==> src/rtl/mul_div_unit.sv <==
// mul_div_unit: iterative signed/unsigned multiply/divide with built-in HI/LO result registers.
// Optional build macro MUL_DIV_EARLY_TERM_EN: multiplies leave CALC once the remaining multiplier bits are zero.
//
// state | meaning
// IDLE  | waiting for start; operands and sign flags captured on start
// CALC  | one multiplier/quotient bit per cycle
// FIXUP | sign correction (and accumulator alignment after an early-terminated multiply)
// DONE  | results written to HI/LO, done pulses on the following cycle
module mul_div_unit #(
    parameter int WIDTH = 32
) (
    input  logic             clk,
    input  logic             reset,
    input  logic             clear,
    input  logic             start,
    input  logic [1:0]       op,
    input  logic [WIDTH-1:0] a,
    input  logic [WIDTH-1:0] b,
    input  logic [WIDTH-1:0] hi_in,
    input  logic [WIDTH-1:0] lo_in,
    input  logic             hi_write,
    input  logic             lo_write,
    output logic             busy,
    output logic             done,
    output logic             div_by_zero,
    output logic [WIDTH-1:0] hi_out,
    output logic [WIDTH-1:0] lo_out
);

    localparam int            CW       = $clog2(WIDTH) + 1;
    localparam logic [CW-1:0] LAST_CNT = CW'(WIDTH - 1);

    typedef enum logic [1:0] {S_IDLE, S_CALC, S_FIXUP, S_DONE} state_t;

    state_t               state_q, state_d;
    logic                 is_div_q, is_div_d;
    logic                 neg_res_q, neg_res_d;
    logic                 neg_rem_q, neg_rem_d;
    logic                 dz_q, dz_d;
    logic [CW-1:0]        cnt_q, cnt_d;
    logic [2*WIDTH-1:0]   acc_q, acc_d;
    logic [WIDTH-1:0]     opb_q, opb_d;
    logic [WIDTH-1:0]     hi_q, hi_d;
    logic [WIDTH-1:0]     lo_q, lo_d;
    logic                 done_q, done_d;
    logic                 dzo_q, dzo_d;
`ifdef MUL_DIV_EARLY_TERM_EN
    logic [WIDTH-1:0]     mplr_q, mplr_d;
    logic [CW-1:0]        shamt;
`endif

    logic                 is_signed;
    logic [WIDTH-1:0]     mag_a, mag_b;
    logic [WIDTH:0]       sum, rsh;
    logic [WIDTH-1:0]     diff;
    logic                 ge, last;
    logic [2*WIDTH-1:0]   acc_fix;

    always_comb begin
        state_d   = state_q;
        is_div_d  = is_div_q;
        neg_res_d = neg_res_q;
        neg_rem_d = neg_rem_q;
        dz_d      = dz_q;
        cnt_d     = cnt_q;
        acc_d     = acc_q;
        opb_d     = opb_q;
        hi_d      = hi_q;
        lo_d      = lo_q;
        done_d    = 1'b0;
        dzo_d     = 1'b0;
        last      = 1'b0;
        acc_fix   = acc_q;
`ifdef MUL_DIV_EARLY_TERM_EN
        mplr_d    = mplr_q;
        shamt     = CW'(WIDTH) - cnt_q;
`endif

        is_signed = ~op[0];
        mag_a     = (is_signed && a[WIDTH-1]) ? -a : a;
        mag_b     = (is_signed && b[WIDTH-1]) ? -b : b;

        // multiply step: add multiplicand into the high half, then shift the whole accumulator right
        sum  = {1'b0, acc_q[2*WIDTH-1:WIDTH]} + (acc_q[0] ? {1'b0, opb_q} : '0);
        // divide step: partial remainder shifted left with the next dividend bit
        rsh  = {acc_q[2*WIDTH-1:WIDTH], acc_q[WIDTH-1]};
        ge   = rsh >= {1'b0, opb_q};
        diff = rsh[WIDTH-1:0] - opb_q;

        if (hi_write) hi_d = hi_in;
        if (lo_write) lo_d = lo_in;

        case (state_q)
            S_IDLE: begin
                if (start) begin
                    is_div_d  = op[1];
                    neg_res_d = is_signed & (a[WIDTH-1] ^ b[WIDTH-1]);
                    neg_rem_d = is_signed & a[WIDTH-1];
                    dz_d      = op[1] && (b == '0);
                    cnt_d     = '0;
                    if (op[1]) begin
                        acc_d = {{WIDTH{1'b0}}, mag_a};
                        opb_d = mag_b;
                    end else begin
                        acc_d = {{WIDTH{1'b0}}, mag_b};
                        opb_d = mag_a;
                    end
                    state_d = (op[1] && (b == '0)) ? S_DONE : S_CALC;
`ifdef MUL_DIV_EARLY_TERM_EN
                    mplr_d = mag_b;
                    if (!op[1] && (b == '0)) state_d = S_FIXUP;
`endif
                end
            end
            S_CALC: begin
                cnt_d = cnt_q + 1'b1;
                if (is_div_q) begin
                    acc_d = {(ge ? diff : rsh[WIDTH-1:0]), acc_q[WIDTH-2:0], ge};
                end else begin
                    acc_d = {sum, acc_q[WIDTH-1:1]};
                end
                last = (cnt_q == LAST_CNT);
`ifdef MUL_DIV_EARLY_TERM_EN
                mplr_d = mplr_q >> 1;
                if (!is_div_q && (mplr_q[WIDTH-1:1] == '0)) last = 1'b1;
`endif
                if (last) state_d = S_FIXUP;
            end
            S_FIXUP: begin
`ifdef MUL_DIV_EARLY_TERM_EN
                // product bits still sit above the unconsumed shift positions
                if (!is_div_q) acc_fix = acc_q >> shamt;
`endif
                if (is_div_q) begin
                    acc_d[2*WIDTH-1:WIDTH] = neg_rem_q ? -acc_q[2*WIDTH-1:WIDTH] : acc_q[2*WIDTH-1:WIDTH];
                    acc_d[WIDTH-1:0]       = neg_res_q ? -acc_q[WIDTH-1:0] : acc_q[WIDTH-1:0];
                end else begin
                    acc_d = neg_res_q ? -acc_fix : acc_fix;
                end
                state_d = S_DONE;
            end
            S_DONE: begin
                done_d  = 1'b1;
                state_d = S_IDLE;
                if (dz_q) begin
                    dzo_d = 1'b1;
                end else begin
                    hi_d = acc_q[2*WIDTH-1:WIDTH];
                    lo_d = acc_q[WIDTH-1:0];
                end
            end
            default: state_d = S_IDLE;
        endcase

        if (clear) begin
            state_d = S_IDLE;
            hi_d    = '0;
            lo_d    = '0;
            done_d  = 1'b0;
            dzo_d   = 1'b0;
        end
    end

    always_ff @(posedge clk or negedge reset) begin
        if (!reset) begin
            state_q   <= S_IDLE;
            is_div_q  <= 1'b0;
            neg_res_q <= 1'b0;
            neg_rem_q <= 1'b0;
            dz_q      <= 1'b0;
            cnt_q     <= '0;
            acc_q     <= '0;
            opb_q     <= '0;
            hi_q      <= '0;
            lo_q      <= '0;
            done_q    <= 1'b0;
            dzo_q     <= 1'b0;
`ifdef MUL_DIV_EARLY_TERM_EN
            mplr_q    <= '0;
`endif
        end else begin
            state_q   <= state_d;
            is_div_q  <= is_div_d;
            neg_res_q <= neg_res_d;
            neg_rem_q <= neg_rem_d;
            dz_q      <= dz_d;
            cnt_q     <= cnt_d;
            acc_q     <= acc_d;
            opb_q     <= opb_d;
            hi_q      <= hi_d;
            lo_q      <= lo_d;
            done_q    <= done_d;
            dzo_q     <= dzo_d;
`ifdef MUL_DIV_EARLY_TERM_EN
            mplr_q    <= mplr_d;
`endif
        end
    end

    assign busy        = (state_q != S_IDLE);
    assign done        = done_q;
    assign div_by_zero = dzo_q;
    assign hi_out      = hi_q;
    assign lo_out      = lo_q;

endmodule

==> config.mk <==
export PLATFORM = sky130hd
export DESIGN_NAME = mul_div_unit
export DESIGN_NICKNAME = d
export VERILOG_FILES = /design/src/rtl/mul_div_unit.sv
export SDC_FILE = /design/constraint.sdc
export NUM_CORES = 1
export LEC_CHECK = 0
export CAP_MARGIN = 20
export CORE_MARGIN = 2
export CORE_UTILIZATION = 25
export CTS_BUF_LIST = sky130_fd_sc_hd__clkbuf_8
export CTS_CLUSTER_SIZE = 24
export DETAILED_ROUTE_END_ITERATION = 7
export PLACE_DENSITY_LB_ADDON = 0.08
export REMOVE_ABC_BUFFERS = 1
export SETUP_SLACK_MARGIN = 0.1
export SYNTH_ARGS = -nofsm -noshare
export SYNTH_HDL_FRONTEND = slang
export SYNTH_SLANG_ARGS = --single-unit
==> constraint.sdc <==
create_clock -name clk -period 6.3 [get_ports clk]
set_input_delay 1.26 -clock clk [delete_from_list [all_inputs] [get_ports clk]]
set_output_delay 1.26 -clock clk [all_outputs]
set_load 0.02 [all_outputs]
Word-level counts from Yosys, hierarchy flattened
Index checks and enable logic that the tools add are counted.
Storage, ports and cells
  register bits after elaboration: 174
  word-level logic and storage cells: 82
  input port bits: 136
  output and inout port bits: 67
Operators by class
  reduce and logical (&&, ||, !) cells: 13
  eq/ne operators: 10
  bitwise operators: 4
  muxes and demuxes: 33
  add/sub/neg operators: 8
  order comparisons: 1
Operators with widths (count)
  32-bit 2-to-1 mux: 16
  64-bit 2-to-1 mux: 4
  64-bit case mux with 3 select lines: 1
  32-bit negator: 4
  64-bit negator: 1
  32-bit by 32-bit adder with 33-bit output: 1
  33-bit by 32-bit >= comparator with 1-bit output: 1
  32-bit logical NOT: 1
  32-bit subtractor: 1
  3-bit != test (second input constant): 4
  6-bit case mux with 2 select lines: 1
  2-bit 2-to-1 mux: 4
  2-bit case mux with 4 select lines: 1
  6-bit by 1-bit adder with 6-bit output (second input constant): 1
  6-bit by 5-bit == test with 1-bit output (second input constant): 1
  6-bit 2-to-1 mux: 1
  2-bit AND reduction: 3
  1-bit 2-to-1 mux: 5
  2-bit == test (second input constant): 2
  2-bit != test (second input constant): 2
  4-bit AND reduction: 1
  2-bit nonzero test: 2
  1-bit logical AND: 3
  3-bit AND reduction: 1
  6 further kinds: 7

Longest topological paths before layout
  depth after elaboration: 6
  gate-level depth with buffers: 14
  gate-level depth less buffers: 12

Least setup slack after synthesis
Ideal clock, no wire load.
  kind: input-to-reg
  start: in a[1]
  end: reg acc_q[29] (netlist: acc_fix[29])
  arrival time: 3.437 ns
  stages on the path: 8
  setup slack: 2.776 ns
  path buffers: 0
  setup time: 0.088 ns
  required time: 6.212 ns
  cell sequence: or4_1 -> nor4_1 -> and3_1 -> and2_1 -> a21oi_1 -> xnor2_1 -> mux2_2 -> o211ai_1
Between the ends
  cells in the longest elaborated chain, start to end: 5
RTL lines
  start, declared: line 17  | input logic [WIDTH-1:0] a,
  32-bit negator: line 80  | mag_a = (is_signed && a[WIDTH-1]) ? -a : a;
  32-bit 2-to-1 mux: line 80
  32-bit 2-to-1 mux: line 101  | if (op[1]) begin
  64-bit 2-to-1 mux: line 95  | if (start) begin
  64-bit case mux with 3 select lines: line 93  | case (state_q)
  end signal, assigned: line 172  | acc_q <= '0;
  end signal, assigned: line 188  | acc_q <= acc_d;
  end, declared: line 41  | logic [2*WIDTH-1:0] acc_q, acc_d;
No other way between the ends. The select of a mux whose other input is x is not followed.
A chain may end at the register's enable or synchronous reset.

Worst setup path after layout
  start: reg acc_q[0] (netlist: acc_fix[0])
  end: reg acc_q[54] (netlist: acc_fix[54])
Between the ends
  cells in the longest elaborated chain, start to end: 4
  elaborated cells on any way between the ends: 7
  classes of those cells: 2 x add/sub; 5 x mux
RTL lines (line)
  64-bit negator / 32-bit 2-to-1 mux (equally long branches): 138, 84
  64-bit 2-to-1 mux / 32-bit by 32-bit adder with 33-bit output (equally long branches): 138, 84
  64-bit 2-to-1 mux, on equally long branches: 134, 117
  64-bit case mux with 3 select lines *: 93
Every way passes the cells marked *; elsewhere a longest branch is shown, timed or not. The select of a mux whose other input is x is not followed.

==> results.yml <==
status:
  outcome: "completed"
synthesis:
  ys_warn_count: 0
  synth-edff-count: 0
  synth-seq-cells: 174
  netlist.area_leader.share_pct: 27.1
  synth_area_leaders: "dfrtp_1 (27%), mux2i_1 (7.4%), nor2_1 (6.3%)"
  ys_types: 81
  netlist_area_um2: 16100
  yosysSeqAreaShare_pct: 27.1
  synth_area_per_cell_um2: 7.80
  syn_inst: 2059
  synth_ff_type: "dfrtp_1"
  yosys.area.top_type: "dfrtp_1"
  async_reset_ff_share_pct: 100
finish:
  drive_above_1_share_pct: 5.91
  num-nets-final: 2382
  final_cell_mix: "nor2_1 (268), clkdlybuf4s50_1 (197), dfrtp_1 (173), nand2_1 (148), a21oi_1 (148)"
  stdcell_area_um2: 19300
  final_common_cell: "nor2_1"
  area_growth_pct: 20.4
min_path:
  min_path_type: "register to register"
  hold_start: "opb_q[11]"
floorplan:
  design.die.area_um2: 66300
  ios: 203
  start_util_pct: 25.4
  fp.dieH_um: 258
  die_w_um: 258
  core_area_um2: 63300
  num_rows: 92
placed_design:
  hpwl_mm: 49.4
  postPlaceCellArea_um2: 18900
  port_buffers: 202
  place_congestion: 0.884
clock_network:
  post_cts_resized: 0
  cts_buffers: 17
  cts_sinks: 174
  clock_latency_ns: 0.60
  cts_setup_buffers: 0
  cts.path.max_buffers: 2
  root_buffer: "clkbuf_8"
  clk_pin_slew_ns: 0.11
  cts_tree: "yes"
  htreeDepth: 4
  hold_buffers: 0
routing:
  drt_first_pass_iters: 7
  drc: 0
  wl_mm: 66.5
  via_count: 16000
  routed_via_density: 5.29
  drtAntennaViolNets: 0
  drt-initial-drc-count: 1068
  detail_route.wl_per_cell_um: 21.9
global_route:
  grt_max_degree: 90
  grt_pass1_wl_mm: 102
  antenna_found_initial: 2
  grt_pass1_vias: 16000
  gr-total-overflow: 0
  grt_use_total_pct: 20.1
sta:
  worstMarginPinSlew_ns: 1.07
  slew_violations: 0
  hold_violations: 0
  clock_skew_ns: 0.0312
  setup_viol: 0
  hold_slack_ns: 0.493
  fmax_ghz: 0.243
  setup_tns_ns: 0
  fin_crit_ns: 4.11
  timing.slew.headroom_pct: 28.1
  rsz0062_at_grt: "false"
  final.period_utilization_pct: 65.2
critical_path:
  critPathKind: "register to register"
  crit_start: "acc_fix[0]"
  cp_max_fo: 31
  startpoint_type: "register"
  crit_slowest_cell: "o21ai_0"
  cp-end-kind: "register"
  critical-path-top-delay-family: "compound AO/OA/AOI/OAI gates"
  max_stage_delay_ns: 0.63
  rr_startpoint: "acc_fix[0]"
  crit_buf_inv: 3
  crit_path_cell_trace: "inv_1, buf_4, nor2_1, ha_1, a211oi_1, o21ai_0, buf_4, o21ai_0, nand3_1, and3_1, nor4_1, o21ai_1, a221o_1"
  arrival_ns: 4.58
  worstPathRequired_ns: 6.77
flow_run:
  max-cap-violations: 0
power:
  cellPowerDensity_nw_per_um2: 483
  peakVddDrop_mv: 0.311
  power.leakage_nw: 8.20
[synth_stat cells, drive strengths merged, types with 20 or more instances]
| cell type | instances |
|---|---|
| nor2 | 269 |
| dfrtp | 174 |
| o21ai | 153 |
| nand2 | 149 |
| a21oi | 148 |
| clkbuf | 130 |
| mux2i | 118 |
| a211oi | 101 |
| inv | 77 |
| ha | 74 |
| xnor2 | 69 |
| nor3 | 65 |
| xor2 | 48 |
| nand3 | 36 |
| a21o | 28 |
| a31oi | 21 |
| a22oi | 20 |
| nor4 | 20 |
| o31ai | 20 |
[path summary, 6_finish.rpt]
| check | endpoint | slack, ns | cells after the start |
|---|---|---|---|
| min in group asynchronous | hi_out[10] | 0.73 | 1 |
| worst max-delay path | acc_fix[54] | 2.19 | 13 |
| worst max register to register | acc_fix[54] | 2.19 | 13 |
| worst min-delay path | opb_q[11] | 0.49 | 2 |
| max in group asynchronous | is_div_q | 4.45 | 2 |
| worst min register to register | opb_q[11] | 0.49 | 2 |
[flip-flops by register name, indices dropped and copies added, names as in the netlist, 2 cells and up]
register / cells
cnt_q: 6
hi_out: 32
opb_q: 32
acc_fix: 64
lo_out: 32
state_q: 2
[worst reg2reg max path, delay by kind of cell, from the launching register on]
family | cells | cell delay (ns)
compound gates | 5 | 1.55
simple gates | 4 | 1.05
buf+inv | 3 | 0.64
flops | 1 | 0.53
fa+ha+maj | 1 | 0.25
[power breakdown]
group	internal [mW]	total (mW)	switching, mW
clock	0.369	0.910	0.540
sequential	1.49	2.12	0.632
combinational	2.31	6.32	4.01
total	4.17	9.35	5.18
[cell type report]
type	instances	area [µm²]
fillers	6830	44000
inverters	79	297
clock inverters	14	154
flip-flops and latches	174	4360
well taps	846	1060
clock buffers	18	248
repair buffers	239	2340
diodes	1	2.50
multi-input cells	1659	10900
[metal layers]
layer	up-vias	track usage, %	wire length (µm)
li1	7803	-	-
met1	7750	27.9	31700
met2	413	31.7	30000
met3	66	3.43	3340
met4	2	5.84	1410
met5	-	0	13
[metrics by stage]
step           utilization [%]  cells  power, mW  setup WS (ns)
2_1_floorplan                -   1912       6.11           1.52
3_3_place_gp              29.8   2995       8.41           1.77
3_5_place_dp              29.8   2995       8.41           1.75
4_1_cts                   30.5   3027       9.36           2.19
5_1_grt                   30.6   3030       10.1           1.92
6_report                  30.6   3030       9.35           2.19
[cells by family (layout without fill, tap and decap cells)]
group	count (synthesis)	in the layout	share of synthesized area (%)
AOI/OAI and AO/OA	648	648	26.5
muxes	131	131	8.26
buffers and inverters	226	350	5.39
DFF	174	174	27.1
xor gates and xnor gates	117	117	6.38
other	0	1	0
adders and majority gates	76	76	6.01
and+or+nand+nor	687	687	20.4
Power figures use the tool's default switching activity.
